$ cat src/rtl/riscv_fetch_pkg.sv
// Shared types and constants for the program-counter / instruction-fetch stage.
// Latency: none (declarations only).
// Backpressure: not applicable.
package riscv_fetch_pkg;

  // Fetch sequencer states: request, wait for memory, hold for decode, dead on fault.
  typedef enum logic [1:0] {
    S_REQ   = 2'd0,
    S_WAIT  = 2'd1,
    S_HOLD  = 2'd2,
    S_FAULT = 2'd3
  } fetch_state_t;

  // Sequential instruction stride in bytes.
  localparam int PC_STEP = 4;

  // Default architectural PC after reset.
  localparam logic [31:0] DEFAULT_RESET_PC = 32'h0000_0000;

  // True when an address sits on a 4-byte instruction boundary.
  function automatic logic is_word_aligned(input logic [31:0] addr);
    return (addr[1:0] == 2'b00);
  endfunction

endpackage

$ cat src/rtl/pc_next_sel.sv
// Next-PC selection: sequential PC+4 or branch target, plus alignment check.
// Latency: purely combinational.
// Backpressure: none; the caller decides when the result is used.
module pc_next_sel
  import riscv_fetch_pkg::*;
#(
  parameter int XLEN = 32
) (
  input  logic [XLEN-1:0] instr_pc,
  input  logic [XLEN-1:0] branch_offset,
  input  logic            branch,
  input  logic            zero,
  output logic [XLEN-1:0] next_pc,
  output logic            misaligned
);

  logic            take;
  logic [XLEN-1:0] target;
  logic [XLEN-1:0] seq_pc;

  // Branch is taken only when the controller asks and the ALU compared equal;
  // both adds wrap modulo 2^XLEN so PC+4 from the top of memory lands on 0.
  always_comb begin
    take       = branch & zero;
    target     = instr_pc + (branch_offset << 1);
    seq_pc     = instr_pc + XLEN'(PC_STEP);
    next_pc    = take ? target : seq_pc;
    misaligned = !is_word_aligned(next_pc);
  end

endmodule

$ cat src/rtl/pc_fetch_unit.sv
// PC register and single-outstanding instruction fetch feeding decode.
// Latency: 2 cycles from request presented (ready=1) to instr_valid with a 1-cycle memory.
// Backpressure: imem_req_ready low holds the request; instr_ready low holds the instruction.
module pc_fetch_unit
  import riscv_fetch_pkg::*;
#(
  parameter int               XLEN     = 32,
  parameter logic [XLEN-1:0]  RESET_PC = DEFAULT_RESET_PC
) (
  input  logic            clock,
  input  logic            reset,
  input  logic            branch,
  input  logic            zero,
  input  logic [XLEN-1:0] branch_offset,
  output logic            imem_req_valid,
  input  logic            imem_req_ready,
  output logic [XLEN-1:0] imem_addr,
  input  logic            imem_rsp_valid,
  input  logic [XLEN-1:0] imem_rsp_data,
  output logic            instr_valid,
  input  logic            instr_ready,
  output logic [XLEN-1:0] instr,
  output logic [XLEN-1:0] instr_pc,
  output logic            misaligned_fault,
  output logic [XLEN-1:0] retired_count
);

  fetch_state_t    state;
  fetch_state_t    state_nxt;
  logic [XLEN-1:0] pc;
  logic [XLEN-1:0] next_pc;
  logic            next_misaligned;
  logic            req_fire;
  logic            rsp_capture;
  logic            handoff;

  // Branch resolution happens on the held instruction, so it works from instr_pc.
  pc_next_sel #(
    .XLEN (XLEN)
  ) u_next_sel (
    .instr_pc      (instr_pc),
    .branch_offset (branch_offset),
    .branch        (branch),
    .zero          (zero),
    .next_pc       (next_pc),
    .misaligned    (next_misaligned)
  );

  // The request address is always the architectural PC; it only moves on handoff.
  assign imem_addr = pc;

  // Handshake qualifiers; responses outside S_WAIT are dropped on the floor.
  assign req_fire    = (state == S_REQ)  && imem_req_valid && imem_req_ready;
  assign rsp_capture = (state == S_WAIT) && imem_rsp_valid;
  assign handoff     = (state == S_HOLD) && instr_valid && instr_ready;

  // Next-state logic for the fetch sequencer.
  always_comb begin
    state_nxt = state;
    case (state)
      S_REQ:   if (req_fire)    state_nxt = S_WAIT;
      S_WAIT:  if (rsp_capture) state_nxt = S_HOLD;
      S_HOLD:  if (handoff)     state_nxt = next_misaligned ? S_FAULT : S_REQ;
      S_FAULT: state_nxt = S_FAULT;
      default: state_nxt = S_FAULT;
    endcase
  end

  // State, PC, handshake flags and captured instruction; valids are registered
  // from the next state so nothing toggles combinationally off the inputs.
  always_ff @(posedge clock or posedge reset) begin
    if (reset) begin
      state            <= S_REQ;
      pc               <= RESET_PC;
      imem_req_valid   <= 1'b0;
      instr_valid      <= 1'b0;
      instr            <= '0;
      instr_pc         <= '0;
      misaligned_fault <= 1'b0;
      retired_count    <= '0;
    end else begin
      state          <= state_nxt;
      imem_req_valid <= (state_nxt == S_REQ);
      instr_valid    <= (state_nxt == S_HOLD);
      if (rsp_capture) begin
        instr    <= imem_rsp_data;
        instr_pc <= pc;
      end
      if (handoff) begin
        retired_count <= retired_count + XLEN'(1);
        if (next_misaligned) begin
          misaligned_fault <= 1'b1;
        end else begin
          pc <= next_pc;
        end
      end
    end
  end

endmodule

$ cat config.mk
export PLATFORM = sky130hd
export DESIGN_NAME = pc_fetch_unit
export DESIGN_NICKNAME = d
export VERILOG_FILES = /design/src/rtl/riscv_fetch_pkg.sv /design/src/rtl/pc_next_sel.sv /design/src/rtl/pc_fetch_unit.sv
export SDC_FILE = /design/constraint.sdc
export NUM_CORES = 1
export LEC_CHECK = 0
export BUFFER_PORTS_ARGS = -buffer_cell sky130_fd_sc_hd__buf_2
export CAP_MARGIN = 20
export CORE_ASPECT_RATIO = 0.6
export CORE_MARGIN = 2
export CORE_UTILIZATION = 57
export DETAILED_ROUTE_END_ITERATION = 16
export PLACE_DENSITY = 0.86
export SYNTH_ARGS = -nofsm -noshare
export SYNTH_HDL_FRONTEND = slang
export SYNTH_SLANG_ARGS = --single-unit
$ cat constraint.sdc
create_clock -name clock -period 11.3 [get_ports clock]
set_input_delay 0.565 -clock clock [delete_from_list [all_inputs] [get_ports clock]]
set_output_delay 0.565 -clock clock [all_outputs]
set_load 0.02 [all_outputs]
* Word level (Yosys, flattened, before mapping) *
Cells that the tools add are included.

storage, ports and cells
  bits in registers = 133
  latch bits = 0
  memory bits (writable) = 0
  memory bits (read-only) = 0
  input port bits = 71
  output and inout bits = 131
  logic and storage cells = 33
  memories kept = 0

operators by class
  add/sub/neg operators = 3
  $mul = 0
  divide/modulo/power cells = 0
  $lt $le $gt $ge = 0
  equal/unequal tests = 4
  shift operators = 0
  muxes and demuxes = 6
  bitwise logic cells = 2
  reduce and logical (&&, ||, !) cells = 10

operators with widths
  cell                                                 number
  adder 32 x 1 -> 32 bit, second input constant        1
  adder 32 x 3 -> 32 bit, second input constant        1
  adder 32 bit                                         1
  2-to-1 mux 32 bit                                    1
  2-to-1 mux 2 bit                                     4
  one-hot mux 2 bit (4 select lines)                   1
  equality test 2 bit, second input constant           3
  zero test 2 bit                                      3
  logical AND 1 bit                                    5
  AND reduction 2 bit                                  2
  equality test 2 x 1 -> 1 bit, second input constant  1
  AND 1 bit                                            1
  NOT 1 bit                                            1

* Logic depth before layout (Yosys ltp) *
Gate-level depths: netlist (run 1).

  word-level depth = 7
  depth in mapped cells = 11
  gate-level depth less buffers = 11

* Hierarchy *
A second synthesis (run 1) with hierarchy kept.

second synthesis, totals
  cells, all modules = 725
  area total of the unflattened synthesis = 7,692.4 um2

modules (own cells, without submodules)
  module         instances  cells each  area an instance (um2)  seq. area each (um2)
  pc_fetch_unit  1          359         5,250.0                 3,328.2
  pc_next_sel    1          366         2,442.3                 0.0

* Worst setup path before layout (run 1) *
Ideal clock, no wire load.

  kind = input to register
  from = in branch_offset[0]
  to = reg pc[25] (netlist: imem_addr[25])
  setup time = 0.126 ns
  arrival = 2.638 ns
  data required time = 11.174 ns
  slack = 8.536 ns
  stages on the path = 11
  buffers on the path = 0
  path through = ha_1 -> inv_1 -> fa_1 -> and2b_1 -> o2111ai_1 -> a2111oi_2 -> o31ai_1 -> nand3_1 -> a21boi_2 -> xnor2_1 -> a221o_1

on the way
  word-level cells in the longest chain between the ends = 4

RTL lines
  item                           RTL line               RTL
  start, declared                pc_fetch_unit.sv:14    input logic [XLEN-1:0] branch_offset,
  adder 32 bit (*)               pc_next_sel.sv:25      target = instr_pc + (branch_offset << 1);
  2-to-1 mux 32 bit (*)          pc_next_sel.sv:27      next_pc = take ? target : seq_pc;
  zero test 2 bit                riscv_fetch_pkg.sv:22  return (addr[1:0] == 2'b00);
  AND reduction 2 bit (no line)  -
  end signal, assigned           pc_fetch_unit.sv:94    pc <= next_pc;
  end, declared                  pc_fetch_unit.sv:30    logic [XLEN-1:0] pc;

Mark *: on every way between the ends. The rest lies on a longest branch, timed or not.
A chain may end at the register's enable or synchronous reset.

* Worst setup path after layout (run 1) *
  from = reg instr_pc[1]
  to = reg pc[24] (netlist: imem_addr[24])

on the way
  word-level cells in the longest chain between the ends = 4
  elaborated cells between the ends (all ways) = 5
  those cells by class = 2 x add/sub; 1 x mux; 2 x reduce/logical

RTL lines
  item                                                    RTL line                              RTL
  start, declared                                         pc_fetch_unit.sv:23                   output logic [XLEN-1:0] instr_pc,
  start signal, assigned                                  pc_fetch_unit.sv:87                   instr_pc <= pc;
  adder 32 x 3 -> 32 bit or adder 32 bit (tied branches)  pc_next_sel.sv:26, pc_next_sel.sv:25
  2-to-1 mux 32 bit (*)                                   pc_next_sel.sv:27
  zero test 2 bit                                         riscv_fetch_pkg.sv:22
  AND reduction 2 bit (no line)                           -

Marked as above.

==> results of run 1 <==
-- path summary, 6_finish.rpt --
| check | end | cells after the start | slack (ns) | start |
|---|---|---|---|---|
| max | imem_addr[24] | 7 | 7.98 | instr_pc[1] |
| min | instr[7] | 2 | 0.29 | reset |
| max reg2reg | imem_addr[24] | 7 | 7.98 | instr_pc[1] |
| min reg2reg | retired_count[31] | 1 | 0.46 | retired_count[31] |
| max in group asynchronous | instr_pc[0] | 3 | 9.64 | reset |
| min in group clock | instr[25] | 2 | 0.38 | imem_rsp_data[25] |
-- flip-flops by register name, indices dropped and copies added, names as in the netlist --
name,count
state,2
instr_pc,32
imem_req_valid,1
instr_valid,1
imem_addr,32
misaligned_fault,1
instr,32
retired_count,32
-- area by class of cell --
type	count	area, um2
multi-input cells	550	3980
fillers	923	3590
flip-flops and latches	133	3330
repair buffers	205	1050
clock buffers	17	425
well taps	170	213
clock inverters	15	180
inverters	12	47.5
-- through the flow --
stage               hold WS (ns)  area, um2
floorplan                  0.505       7480
global placement           0.447       8600
detailed placement         0.453       8600
CTS                        0.304       9210
global route               0.363       9220
finish                     0.287       9220
-- power groups by stage --
| stage | clock network [uW] | logic, uW | registers (uW) |
|---|---|---|---|
| 6_report | 554 | 1200 | 831 |
| 5_1_grt | 589 | 1280 | 857 |
| 4_1_cts | 562 | 1190 | 825 |
| 3_5_place_dp | 0 | 1170 | 829 |
| 3_3_place_gp | 0 | 1140 | 818 |
| 2_1_floorplan | 0 | 631 | 1000 |
-- metal layers --
layer | vias up | GRT usage, % | wire [um]
met3 | 36 | 7.02 | 1630
li1 | 3008 | - | -
met2 | 316 | 45.2 | 9380
met1 | 3222 | 42.7 | 9560
met5 | - | 0 | 0
met4 | 0 | 8.26 | 286
-- kinds of logic after synthesis --
group | synth area share (%)
buffers and inverters | 2.31
XOR/XNOR | 9.60
AND/OR/NAND/NOR | 15.5
multiplexers | 9.92
adder cells (fa/ha/maj) | 5.62
AO/OA/AOI/OAI | 12.6
flip-flops | 44.5
-- worst register-to-register path: cells and delay by family, from the launching register on --
family                     cells  cell delay (ns)
adders and majority gates      1             0.29
and+or+nand+nor                4             1.72
AOI/OAI and AO/OA              2             0.78
DFF                            1             0.43
-- synth_stat cells (3+ instances only) --
cell type  number  area share (%)
buf_2           3            0.20
inv_1          12            0.60
o211ai_1        4            0.40
xnor2_1        50             5.9
and2_1          7            0.59
o22ai_1         4            0.33
a21oi_1        50             3.3
a211oi_1        4            0.40
nor2_1         43             2.2
nand3_1        26             1.7
ha_1           32             5.4
nand2b_1        5            0.42
nand2_1        71             3.6
o2111ai_1       3            0.35
nor2b_1         3            0.25
and3_1         15             1.3
o21bai_1        4            0.40
nor3_2          3            0.40
a31oi_1         5            0.42
nor3_1          8            0.54
o221ai_1        8            0.94
nand4_1        17             1.4
nand3b_1        3            0.30
and4_1          7            0.82
o21ai_0        24             1.6
o21a_1          4            0.40
xor2_1         32             3.7
mux2_2         65             9.8
a21o_1         21             2.1
buf_4           3            0.30
dfrtp_1       133              44
clkbuf_1       21             1.1
==> results.json, run 1 <==
{
  "fin_util_pct": 72.0,
  "critPathLaunchType": "register",
  "gr-total-overflow": 0,
  "coreArea_mm2": 0.0128,
  "wire_per_inst_um": 18.9,
  "clock_latency_ns": 0.42,
  "hold_viol": 0,
  "setup_violations": 0,
  "crit_chain": "ha_1 -> and3_1 -> a211oi_1 -> and2_1 -> nand2_1 -> o22a_1 -> and3_1",
  "clk_pin_slew_ns": 0.06,
  "vdd_drop_max_mv": 0.183,
  "p_per_area_mw_per_mm2": 280,
  "postCtsHoldBufs": 0,
  "dieWidth_um": 152,
  "grt_pass1_vias": 6358,
  "max_freq_mhz": 301,
  "yosys_warnings": 0,
  "path_buf_inv": 0,
  "grt_usage_pct": 29.7,
  "drv_cap": 0,
  "finalPower_uw": 2590,
  "final_max_slew_viol_count": 0,
  "synth_area_mm2": 0.00748,
  "nets": 1023,
  "ys_async_sr_fraction_pct": 100,
  "syn_nets": 827,
  "syn_area_per_cell_um2": 10.3,
  "clock-sinks": 133,
  "floorplan.initialDensity_pct": 58.4,
  "critical_path_required_ns": 11.60,
  "ant_nets": 0,
  "vias": 6582,
  "swShare_pct": 44.0,
  "yosysUniqueCellTypes": 60,
  "rsz0062_at_grt": "false",
  "place_hpwl_mm": 14.7,
  "p_leak_uw": 0.00462,
  "clockRootBuffer": "clkbuf_16",
  "layout-drive-gt1-share_pct": 34.3,
  "die_area_mm2": 0.0141,
  "postSynthCellCount": 723,
  "status": "finished clean",
  "post-place-ws_ns": 7.72,
  "p_clk_share_pct": 21.4,
  "gp_congestion": 0.951,
  "min_period_ns": 3.32,
  "antenna_found_initial": 0,
  "final_cell_mix": "buf_2 (200), dfrtp_1 (133), nand2_1 (71)",
  "synth_ff_type": "dfrtp_1",
  "vias_per_cell": 5.97,
  "grt_max_degree": 73,
  "final_common_cell": "buf_2",
  "port_buffers": 200,
  "crit_path_max_incr_delay_ns": 0.74,
  "diodes": 0,
  "ys_ff_latch": 133,
  "ios": 202,
  "die_h_um": 92.7,
  "critPathKind": "register to register",
  "grt_pass1_wl_mm": 33.4,
  "drtIter0Drc": 535,
  "route.detailed.drc": 0,
  "crit_path_top_delay_cell": "and2_1",
  "seqPwrFrac_pct": 32.1,
  "hp-class": "primary input to async pin",
  "synth_edf_count": 0,
  "place_inst": 1069,
  "first_pass_iters": 5,
  "switchingPower_uw": 1140,
  "num_rows": 32,
  "cts_resized": 0,
  "p_int_uw": 1450,
  "final.setup.tns_ns": 0,
  "power_frac_comb_pct": 46.4,
  "area_delta_synth_final_pct": 23.2,
  "relSlewSlack_pct": 32.1,
  "postCtsSetupBuffers": 0,
  "critPathArrivalTime_ns": 3.62,
  "cts_tree": "yes",
  "setup_slack_ns": 7.98,
  "ys_seq_area_share_pct": 44.5,
  "fin_crit_sh_pct": 29.4,
  "final_cell_count_no_fill": 1102,
  "worstPathMaxFanout": 17,
  "cts_buffers": 17,
  "fin_skew_ns": 0.0116,
  "cp-end-kind": "register",
  "cts_max_level": 4,
  "clockBufferDepth": 2,
  "path_common_cell": "and3_1",
  "cpLargestDelayFamily": "simple AND/OR/NAND/NOR gates",
  "wl_mm": 20.9,
  "tightest_slew_ns": 1.01
}
Note: power is estimated with default switching activity, not from simulation.
==> run 2: changes to the inputs <==
Settings changed: CORE_UTILIZATION 57 to 53, PLACE_DENSITY 0.86 to 0.8.
Clock period 11.3 ns to 3.46 ns, I/O delays scaled along.
==> results.json, run 2 (synthesis gave the netlist of run 1 again) <==
{
  "coreArea_mm2": 0.0137,
  "reg2reg_from": "instr_pc[2]",
  "min_period_ns": 3.01,
  "setup_violations": 0,
  "p_leak_uw": 0.00477,
  "clock_latency_ns": 0.42,
  "ant_nets": 0,
  "grt_pass1_wl_mm": 32.8,
  "fin_skew_ns": 0.0113,
  "cp-end-kind": "register",
  "wire_per_inst_um": 18.1,
  "clockRootBuffer": "clkbuf_16",
  "fin_crit_sh_pct": 87.0,
  "min_path_cells": 2,
  "vdd_drop_max_mv": 0.488,
  "crit_path_top_delay_cell": "a2111oi_2",
  "hp-start": "imem_rsp_data[17]",
  "clock-sinks": 133,
  "worstPathMaxFanout": 8,
  "rsz0062_at_grt": "false",
  "route.detailed.drc": 0,
  "vias": 6519,
  "critPathArrivalTime_ns": 3.27,
  "gp_congestion": 0.913,
  "cts_buffers": 17,
  "hold_viol": 0,
  "gr-total-overflow": 0,
  "drtIter0Drc": 497,
  "vias_per_cell": 5.61,
  "worst-r2r-setup-slack_ns": 0.45,
  "grt_max_degree": 95,
  "reg2reg_depth": 10,
  "nets": 1060,
  "status": "finished clean",
  "p_per_area_mw_per_mm2": 877,
  "dieWidth_um": 157,
  "layout-drive-gt1-share_pct": 33.6,
  "cpLargestDelayFamily": "compound AO/OA/AOI/OAI gates",
  "cts_tree": "yes",
  "clockBufferDepth": 2,
  "area_delta_synth_final_pct": 28.2,
  "num_rows": 33,
  "ios": 202,
  "die_h_um": 96.0,
  "wl_mm": 21.0,
  "first_pass_iters": 5,
  "fin_util_pct": 70.0,
  "final_max_slew_viol_count": 0,
  "crit_cells": 10,
  "antenna_found_initial": 0,
  "r2r-end": "imem_addr[23]",
  "clk_pin_slew_ns": 0.06,
  "place_inst": 1098,
  "final_common_cell": "buf_2",
  "final_cell_count_no_fill": 1162,
  "tightest_slew_ns": 0.676,
  "drv_cap": 0,
  "final_cell_mix": "buf_2 (200), dfrtp_1 (133), nand2_1 (71)",
  "path_buf_inv": 1,
  "holdPathEnd": "instr[17]",
  "relSlewSlack_pct": 54.9,
  "critPathKind": "register to register",
  "crit_path_max_incr_delay_ns": 0.51,
  "grt_usage_pct": 28.2,
  "floorplan.initialDensity_pct": 54.6,
  "critical_path_required_ns": 3.72,
  "die_area_mm2": 0.0151,
  "place_hpwl_mm": 14.4,
  "cts_max_level": 4,
  "hp-class": "primary input to register",
  "critPathLaunchType": "register",
  "max_freq_mhz": 332,
  "grt_pass1_vias": 6132,
  "port_buffers": 200,
  "final.setup.tns_ns": 0,
  "cts_resized": 0,
  "crit_chain": "inv_1 -> fa_1 -> and2b_1 -> o2111ai_1 -> a2111oi_2 -> nor3_1 -> nand2b_1 -> a41oi_1 -> xnor2_1 -> o221ai_1"
}
run 2: how the worst max path moves through the flow:
stage                    end   startpoint
6_report       imem_addr[23]  instr_pc[2]
5_1_grt        imem_addr[23]  instr_pc[2]
4_1_cts        imem_addr[23]  instr_pc[2]
3_5_place_dp   imem_addr[23]  instr_pc[2]
3_3_place_gp   imem_addr[23]  instr_pc[2]
2_1_floorplan  imem_addr[25]  instr_pc[1]
run 2: through the flow:
stage	area, um2	power (uW)	hold slack [ns]	setup slack, ns
floorplan	7490	5340	0.324	0.739
global placement	8690	6450	0.121	0.538
detailed placement	8690	6540	0.121	0.522
CTS	9590	8360	0.000471	0.445
global route	9590	8940	0.00896	0.260
finish	9590	8410	0.0169	0.451
run 2: power by group:
group | total [uW] | switching, uW | internal [uW]
sequential | 2730 | 609 | 2120
clock | 1770 | 801 | 966
combinational | 3920 | 2320 | 1600
run 2: repair_timing:
| action | 4_1_cts | 5_1_grt |
|---|---|---|
| hold buffers | 31 | 0 |
| endpoints found under the hold margin | 38 | 0 |
| buffers inserted | 0 | 0 |
run 2: layout make-up:
type                            instances  area [um2]
Fill cell                            1046        4120
Antenna cell                            1        2.50
Inverter                               12        48.8
Timing Repair Buffer                  242        1410
Clock inverter                         15         158
Clock buffer                           17         425
Multi-Input combinational cell        550        3980
Tap cell                              192         240
Sequential cell                       133        3330
run 2: per-layer routing:
| metal | up-vias | track usage [%] | part of all wire, % |
|---|---|---|---|
| met3 | 35 | 5.31 | 5.7 |
| met2 | 247 | 41.3 | 45 |
| met1 | 3163 | 42.1 | 48 |
| met4 | 0 | 9.77 | 1.9 |
| met5 | - | 0 | 0 |
| li1 | 3074 | - | - |
